<file path="src/rtl/rtc_apb_pkg.sv">
// ============================================================================
// rtc_apb_pkg : shared types and RTC register map for the APB requester.
// Rev 1.0
// ============================================================================
`default_nettype none

package rtc_apb_pkg;

  typedef enum logic [1:0] {
    ST_IDLE   = 2'd0,
    ST_SETUP  = 2'd1,
    ST_ACCESS = 2'd2,
    ST_RESP   = 2'd3
  } apb_state_e;

  typedef struct packed {
    logic        write;
    logic [31:0] addr;
    logic [31:0] wdata;
    logic [3:0]  strb;
  } apb_cmd_t;

  typedef struct packed {
    logic [31:0] rdata;
    logic        err;
    logic        timeout;
  } apb_rsp_t;

  // RTC register word indices; byte address = index * REGS_OFFSET
  localparam int REG_DATE        = 0;
  localparam int REG_CLOCK       = 1;
  localparam int REG_ALARM_DATE  = 2;
  localparam int REG_ALARM_CLOCK = 3;
  localparam int REG_CTRL        = 4;
  localparam int REG_EVENT_EN    = 5;
  localparam int REG_EVENT_FLAG  = 6;
  localparam int REG_PRESCALE    = 7;
  localparam int REG_UPDATE      = 8;
  localparam int REGS_OFFSET     = 4;

  localparam int EVT_ALARM_BIT = 0;
  localparam int EVT_TICK_BIT  = 1;

  function automatic logic is_misaligned(input logic [1:0] addr_lsb);
    return addr_lsb != 2'b00;
  endfunction

endpackage

`default_nettype wire

</file>
<file path="src/rtl/rtc_apb_timeout_cnt.sv">
// ============================================================================
// rtc_apb_timeout_cnt : saturating ACCESS-phase wait counter.
// Rev 1.0
// ============================================================================
`default_nettype none

module rtc_apb_timeout_cnt #(
  parameter int TIMEOUT_CYCLES = 256
) (
  input  logic clk,
  input  logic rst,
  input  logic clr,
  input  logic en,
  output logic expired
);

  generate
    if (TIMEOUT_CYCLES == 0) begin : g_disabled
      logic unused_inputs;
      assign unused_inputs = ^{clk, rst, clr, en};
      assign expired       = 1'b0;
    end else begin : g_enabled
      localparam int              CNT_W = $clog2(TIMEOUT_CYCLES + 1);
      localparam logic [CNT_W-1:0] LIMIT = CNT_W'(TIMEOUT_CYCLES);
      logic [CNT_W-1:0] cnt;

      always_ff @(posedge clk) begin
        if (rst || clr) begin
          cnt <= '0;
        end else if (en && (cnt != LIMIT)) begin
          cnt <= cnt + 1'b1;
        end
      end

      // High in the waiting cycle whose increment reaches the limit
      assign expired = en && (cnt == LIMIT - 1'b1);
    end
  endgenerate

endmodule

`default_nettype wire

</file>
<file path="src/rtl/rtc_apb_master.sv">
// ============================================================================
// rtc_apb_master : valid/ready command port to APB3/4 requester with timeout.
// Rev 1.0
// ============================================================================
`default_nettype none

module rtc_apb_master
  import rtc_apb_pkg::*;
#(
  parameter int         APB_ADDR_W     = 32,
  parameter int         APB_DATA_W     = 32,
  parameter int         TIMEOUT_CYCLES = 256,
  parameter logic [2:0] PPROT_VAL      = 3'b000
) (
  input  logic                    pclk,
  input  logic                    prst,
  input  logic                    req_valid,
  output logic                    req_ready,
  input  logic                    req_write,
  input  logic [APB_ADDR_W-1:0]   req_addr,
  input  logic [APB_DATA_W-1:0]   req_wdata,
  input  logic [APB_DATA_W/8-1:0] req_strb,
  output logic                    rsp_valid,
  input  logic                    rsp_ready,
  output logic [APB_DATA_W-1:0]   rsp_rdata,
  output logic                    rsp_err,
  output logic                    rsp_timeout,
  output logic                    m_psel,
  output logic                    m_penable,
  output logic                    m_pwrite,
  output logic [APB_ADDR_W-1:0]   m_paddr,
  output logic [APB_DATA_W-1:0]   m_pwdata,
  output logic [APB_DATA_W/8-1:0] m_pstrb,
  output logic [2:0]              m_pprot,
  input  logic [APB_DATA_W-1:0]   m_prdata,
  input  logic                    m_pready,
  input  logic                    m_pslverr
);

  apb_state_e state;
  logic       tmo_clr;
  logic       tmo_en;
  logic       tmo_expired;

  assign tmo_clr = (state == ST_SETUP);
  assign tmo_en  = (state == ST_ACCESS) && !m_pready;
  assign m_pprot = PPROT_VAL;

  rtc_apb_timeout_cnt #(
    .TIMEOUT_CYCLES(TIMEOUT_CYCLES)
  ) u_timeout_cnt (
    .clk    (pclk),
    .rst    (prst),
    .clr    (tmo_clr),
    .en     (tmo_en),
    .expired(tmo_expired)
  );

  always_ff @(posedge pclk) begin
    if (prst) begin
      state       <= ST_IDLE;
      req_ready   <= 1'b1;
      rsp_valid   <= 1'b0;
      rsp_rdata   <= '0;
      rsp_err     <= 1'b0;
      rsp_timeout <= 1'b0;
      m_psel      <= 1'b0;
      m_penable   <= 1'b0;
      m_pwrite    <= 1'b0;
      m_paddr     <= '0;
      m_pwdata    <= '0;
      m_pstrb     <= '0;
    end else begin
      case (state)
        ST_IDLE: begin
          if (req_valid) begin
            req_ready <= 1'b0;
            m_pwrite  <= req_write;
            m_paddr   <= req_addr;
            m_pwdata  <= req_wdata;
            m_pstrb   <= req_write ? req_strb : '0;
            // Misaligned commands never reach the bus
            if (is_misaligned(req_addr[1:0])) begin
              state       <= ST_RESP;
              rsp_valid   <= 1'b1;
              rsp_err     <= 1'b1;
              rsp_timeout <= 1'b0;
              rsp_rdata   <= '0;
            end else begin
              state  <= ST_SETUP;
              m_psel <= 1'b1;
            end
          end
        end
        ST_SETUP: begin
          m_penable <= 1'b1;
          state     <= ST_ACCESS;
        end
        ST_ACCESS: begin
          if (m_pready) begin
            m_psel      <= 1'b0;
            m_penable   <= 1'b0;
            rsp_valid   <= 1'b1;
            rsp_err     <= m_pslverr;
            rsp_timeout <= 1'b0;
            rsp_rdata   <= (!m_pwrite && !m_pslverr) ? m_prdata : '0;
            state       <= ST_RESP;
          end else if (tmo_expired) begin
            m_psel      <= 1'b0;
            m_penable   <= 1'b0;
            rsp_valid   <= 1'b1;
            rsp_err     <= 1'b1;
            rsp_timeout <= 1'b1;
            rsp_rdata   <= '0;
            state       <= ST_RESP;
          end
        end
        ST_RESP: begin
          if (rsp_ready) begin
            rsp_valid   <= 1'b0;
            rsp_err     <= 1'b0;
            rsp_timeout <= 1'b0;
            rsp_rdata   <= '0;
            req_ready   <= 1'b1;
            state       <= ST_IDLE;
          end
        end
        default: state <= ST_IDLE;
      endcase
    end
  end

endmodule

`default_nettype wire

</file>
<file path="config.mk">
export PLATFORM = sky130hd
export DESIGN_NAME = rtc_apb_master
export DESIGN_NICKNAME = d
export VERILOG_FILES = /design/src/rtl/rtc_apb_pkg.sv /design/src/rtl/rtc_apb_timeout_cnt.sv /design/src/rtl/rtc_apb_master.sv
export SDC_FILE = /design/constraint.sdc
export NUM_CORES = 1
export LEC_CHECK = 0
export CAP_MARGIN = 10
export CORE_MARGIN = 2
export CORE_UTILIZATION = 39
export CTS_CLUSTER_DIAMETER = 30
export DETAILED_ROUTE_END_ITERATION = 10
export GPL_TIMING_DRIVEN = 1
export PLACE_DENSITY_LB_ADDON = 0.25
export SLEW_MARGIN = 40
export SYNTH_ARGS = -nofsm -noshare
export SYNTH_HDL_FRONTEND = slang
export SYNTH_SLANG_ARGS = --single-unit
</file>
<file path="constraint.sdc">
create_clock -name pclk -period 4.54 [get_ports pclk]
set_input_delay 0.908 -clock pclk [delete_from_list [all_inputs] [get_ports pclk]]
set_output_delay 0.908 -clock pclk [all_outputs]
set_load 0.005 [all_outputs]
</file>
Word-level counts from Yosys, hierarchy flattened:

Index checks and enable logic that the tools add are counted.

* register bits: 118
* bits in latches: 0
* RAM bits: 0
* ROM bits: 0
* input bits: 107
* output and inout port bits: 110
* logic and storage cells: 79
* memories: 0

* add/subtract/negate cells: 1
* multiply operators: 0
* divide/modulo/power cells: 0
* $lt $le $gt $ge: 0
* equality and inequality tests: 10
* shift-type cells: 0
* mux-type cells: 35
* bitwise gates (word level): 0
* reductions and logical operators: 20

Operators with widths (number)
* $mux W32: 6
* $pmux W32 S3: 1
* $mux W1: 15
* $mux W2: 5
* $add A9 B1 Y9 const B: 1
* $eq A9 B8 Y1 const B: 1
* $ne A9 B9 Y1 const B: 1
* $pmux W1 S3: 3
* $ne A2 B2 Y1 const B: 4
* $pmux W2 S4: 1
* $reduce_bool A2 Y1: 4
* $pmux W1 S2: 3
* $reduce_and A3 Y1: 2
* $reduce_and A5 Y1: 1
* $eq A2 B2 Y1 const B: 2
* $logic_and A1 B1 Y1: 4
* $mux W4: 1
* $reduce_and A2 Y1: 2
* $reduce_and A4 Y1: 1
* $logic_not A1 Y1: 3
* $ne A3 B3 Y1 const B: 1
* $reduce_bool A3 Y1: 1
* $eq A2 B1 Y1 const B: 1
* $logic_not A2 Y1: 1
* $logic_or A1 B1 Y1: 1

Longest topological paths before layout:

* depth in word-level cells: 6
* mapped depth: 11
* gate-level depth less buffers: 8

Modules after synthesis:

A second synthesis with hierarchy kept.

* cells, all modules: 564
* area, all modules: 4680.7 um^2

By module, submodules not included
* rtc_apb_master: instances 1, cells an instance 510, area each 4207.8 um^2, seq. area each 2182.1 um^2
* rtc_apb_timeout_cnt: instances 1, cells an instance 54, area each 473.0 um^2, seq. area each 180.2 um^2

Worst setup path before layout:

No wires, ideal clock.

* path kind: in2reg
* from: input m_pready
* to: register rsp_rdata[0]
* library setup time: 67 ps
* data arrival time: 2066 ps
* data required time: 4473 ps
* setup slack: 2407 ps
* cell stages on the path: 7
* path buffers: 3
* path through: or3b_1 and3_1 buf_6 and2_4 buf_6 buf_6 o21ai_2

* longest elaborated chain between the ends: 5
* elaborated cells between the ends (all ways): 7
* those cells by class: 1 x eq/ne; 2 x mux; 4 x reduce/logical

Ends and longest elaborated chain
* start: declaration: line rtc_apb_master.sv:36 `input logic m_pready,`
* $logic_not A1 Y1: line rtc_apb_master.sv:46 `assign tmo_en = (state == ST_ACCESS) && !m_pready;`
* $logic_and A1 B1 Y1: line rtc_apb_master.sv:46
* $logic_and A1 B1 Y1: line rtc_apb_timeout_cnt.sv:36 `assign expired = en && (cnt == LIMIT - 1'b1);`
* $ne A3 B3 Y1 (no source line)
* $reduce_and A5 Y1 (no source line)
* end signal: assignment: line rtc_apb_master.sv:106 `rsp_rdata <= (!m_pwrite && !m_pslverr) ? m_prdata : '0;`
* end: declaration: line rtc_apb_master.sv:25 `output logic [APB_DATA_W-1:0] rsp_rdata,`

Parallel ways exist; a longest one is shown, timed or not.
A chain may end at the register's enable or synchronous reset.

Worst setup path in the final report:

* from: input req_valid
* to: register rsp_rdata[13]

* longest elaborated chain between the ends: 2

Ends and longest elaborated chain
* start: declaration: line rtc_apb_master.sv:17 `input logic req_valid,`
* $ne A2 B2 Y1 (no source line)
* $reduce_and A5 Y1 (no source line)

No other way between the ends.

==> summary.log <==
[synth] Yosys warning count 0
[hold_path] Worst Min Path Start m_paddr[27]$_SDFFE_PP0P_
[floorplanning] IO Pins 217
[power_and_ir_drop] leakage component of the power 2.673 nW
[sta] clock skew 0.008506 ns
[floorplanning] die area 12990 um2
[sta] max-slew violation count 0
[global_routing] initial antenna violation count 0
[drt] number of DRC violations after detailed routing 0
[global_routing] Total Routing Usage GR 0.2052
[flow_run] max-cap viol count 0
[placement] number of port buffers 213
[synth] most area-consuming cells after synthesis dfxtp_1 50%, nand2_1 11%, a21oi_1 8.5%, o21ai_2 5.6%, nand2b_1 4.9%
[cells_and_area] Area growth syn-to-layout 58.28%
[setup_path] critical path type input port to flip-flop
[synth] Syn Area/Cell 8.438 um2
[setup_path] slack of the worst reg-to-reg path 1.71 ns
[floorplanning] vertical die dimension 114.0 um
[floorplanning] core area 11910 um2
[clocking] number of sinks driven by the clock tree 118
[clocking] H-tree Lvls 4
[setup_path] nature of the critical path endpoint flip-flop
[setup_path] depth of the worst register-to-register path 8
[cells_and_area] sequential cell area in the final layout 2362 um2
[synth] sequential cell area fraction in the yosys report 0.5008
[sta] count of endpoints failing hold in the final timing report 0
[hold_path] worst min-delay path category flip-flop to flip-flop
[hold_path] instance count along the most critical hold path 2
[power_and_ir_drop] largest voltage drop on the vdd net 0.2924 mV
[clocking] CTS Buf Count 17
[sta] Setup Viol. Count Final 0
[sta] measured slew at the worst slew-check pin 0.7902 ns
[drt] number of detailed-routing iterations run before antenna repair 6
[clocking] clock slew at the register clock pins of the worst setup and hold paths 0.05 ns
[floorplanning] horizontal extent of the die 114.0 um
[sta] Max Clock Freq 0.3474 GHz
[clocking] CTS tree built
[synth] dominant register cell in the synthesized netlist dfxtp_1
[placement] post-detail-place hpwl 9.411 mm
[setup_path] capture instance of the worst register-to-register path rsp_rdata[13]$_SDFFE_PP0P_
[drt] ratio of routed vias to standard cells 5.060
[sta] clock period minus worst slack 2.878 ns
[sta] accumulated negative setup slack 0 ns
[setup_path] critical path launch point type input port
[clocking] number of buffers inserted by hold repair at cts 0
[drt] vias post-DR 4610
[synth] biggest area consumer among synthesized cells dfxtp_1
[drt] wire length reported by the detailed router 13.67 mm
[clocking] total setup buffers inserted after CTS 0
[global_routing] number of global-route vias before repair 4309
[cells_and_area] Antenna Diode Count 0
[run_status] run status finished, final reports clean
[global_routing] leftover overflow at the end of global routing 0
[cells_and_area] Final Util 0.6268
[drt] drt first-iter violations 316
[synth] fraction of registers with async set or reset after synthesis 0
[hold_path] Hold Path End m_paddr[27]$_SDFFE_PP0P_
[clocking] clk_lat worst skew 0.41 ns
[sta] worst slew margin relative to its limit 0.4732
[clocking] maximum clock insertion buffer count 2
[drt] number of nets with antenna violations after detailed routing 0
[setup_path] Critical Path RT 4.81 ns
[cells_and_area] share of final-layout standard cells stronger than drive strength 1 0.09817
[floorplanning] floorplan row count 40
[cells_and_area] Final nets 865
[synth] cells after synthesis 559
[synth] number of synthesized register bits 118
[synth] post-synth top area share 0.5008
[synth] combined area of all synthesized cells 4717 um2
[synth] Post-synth EDFFs 0
[synth] number of distinct library cells after synthesis 38
[sta] unrepaired setup endpoints after global routing no
[sta] Tcrit/Tclk final 0.6340
[floorplanning] Initial Utilization 0.3960
[power_and_ir_drop] power per cell area 502.3 nW/um2
[placement] routability-driven placement congestion ratio 0.7884
[setup_path] critical path peak fanout 37
[global_routing] largest net degree at the start of global routing 112
[setup_path] beginning of the worst register-to-register path u_timeout_cnt.g_enabled.cnt[0]$_SDFFE_PP0P_
[cells_and_area] footprint of the multi-input gates 2130 um2
[setup_path] data arrival time of the critical path 3.15 ns
[drt] DR WL/cell 15.00 um
[clocking] clock root buffer clkbuf_16
[cells_and_area] fill cell count 1033
[clocking] post-cts repair resize count 0
[global_routing] first-pass GRT wire length 20.97 mm
[layout make-up]
type                            instances  share of cell area
Sequential cell                       118              0.3164
Timing Repair Buffer                  218              0.2908
Inverter                                6            0.003017
Clock buffer                           24             0.06720
Tap cell                              147             0.02464
Multi-Input combinational cell        390              0.2852
Clock inverter                          8             0.01274
[per-stage QoR]
| stage | instance area [um2] | std cells | hold WS, ns | worst slack, ns | power [mW] |
|---|---|---|---|---|---|
| floorplan | 4725 | 561 | 0.4483 | 2.407 | 1.991 |
| global placement | 6854 | 879 | 0.4406 | 0.8751 | 2.404 |
| detailed placement | 6859 | 879 | 0.4457 | 1.262 | 2.436 |
| CTS | 7456 | 911 | 0.4528 | 1.703 | 3.776 |
| global route | 7466 | 911 | 0.4690 | 1.440 | 3.947 |
| finish | 7466 | 911 | 0.4522 | 1.662 | 3.750 |
[layout by cell type, fill, tap and decap left out, types with 2 or more instances in the layout]
cell type,netlist,final
a211oi_1,5,5
a21oi_1,80,80
a31oi_1,2,2
and2_4,1,2
buf_4,4,5
bufinv_16,0,2
clkbuf_1,29,2
clkbuf_16,0,17
clkbuf_8,0,5
clkdlybuf4s50_1,0,212
clkinv_2,0,4
clkinvlp_4,0,2
conb_1,1,3
dfxtp_1,118,118
ha_1,7,7
inv_1,6,6
mux2i_1,2,2
nand2_1,138,137
nand2b_1,37,37
nand3_1,6,6
nand4_1,34,34
nor2_1,15,15
nor3_1,2,2
nor4b_1,2,2
o21ai_0,5,5
o21ai_2,30,30
or2_2,2,2
or3_1,2,2
xnor2_1,3,3
[report_power, final]
| group | switching [mW] | internal (mW) | total, mW |
|---|---|---|---|
| Sequential | 0.0812 | 1.18 | 1.26 |
| Combinational | 0.662 | 0.492 | 1.15 |
| Clock | 0.457 | 0.876 | 1.33 |
| Total | 1.20 | 2.55 | 3.75 |
[logic make-up (layout without fill, tap and decap cells)]
logic type	Yosys count	after routing	share of synthesized area
AO/OA/AOI/OAI	126	126	0.1653
flip-flops	118	118	0.5008
AND/OR/NAND/NOR	248	248	0.2491
adder cells (fa/ha/maj)	7	7	0.01857
XOR/XNOR	4	4	0.007428
multiplexers	2	2	0.004244
buffers and inverters	53	256	0.05385
other	1	3	0.0007950
[synth_stat cells, types with 3 or more instances]
library cell  count
o21ai_2          30
nand2b_1         37
inv_1             6
clkbuf_1         29
buf_4             4
nor2_1           15
o21ai_0           5
a21oi_1          80
buf_6             5
xnor2_1           3
nand2_1         138
nand4_1          34
a211oi_1          5
ha_1              7
buf_1             7
dfxtp_1         118
nand3_1           6
[critical path, cell delays in order]
cell             delay, ns
clkdlybuf4s50_1       0.54
nand2b_1              0.17
and3_2                0.68
and2_4                0.66
o21ai_0               0.18
[flip-flops by register name, summed over array words and instances (netlist names)]
name,flops
m_paddr,32
m_penable,1
m_psel,1
m_pstrb,4
m_pwdata,32
m_pwrite,1
req_ready,1
rsp_err,1
rsp_rdata,32
rsp_timeout,1
rsp_valid,1
state,2
u_timeout_cnt.g_enabled.cnt,9
[per-layer routing]
metal,routed length [um],track usage,part of all wire
met5,0,0,0
met4,312,0.09024,0.023
met3,1328,0.09033,0.097
met2,6370,0.3310,0.47
met1,5655,0.2361,0.41
[how the worst max path moves through the flow]
| stage | from | to | slack (ns) | depth (start not counted) |
|---|---|---|---|---|
| 5_1_grt | u_timeout_cnt.g_enabled.cnt[0]$_SDFFE_PP0P_ | rsp_rdata[13]$_SDFFE_PP0P_ | 1.44 | 8 |
| 2_1_floorplan | m_pready | rsp_rdata[0]$_SDFFE_PP0P_ | 2.41 | 7 |
| 3_3_place_gp | req_valid | rsp_rdata[13]$_SDFFE_PP0P_ | 0.88 | 5 |
| 6_report | req_valid | rsp_rdata[13]$_SDFFE_PP0P_ | 1.66 | 5 |
| 3_5_place_dp | req_valid | rsp_rdata[13]$_SDFFE_PP0P_ | 1.26 | 5 |
| 4_1_cts | req_valid | rsp_rdata[13]$_SDFFE_PP0P_ | 1.70 | 5 |
(Power assumes the default switching activity.)
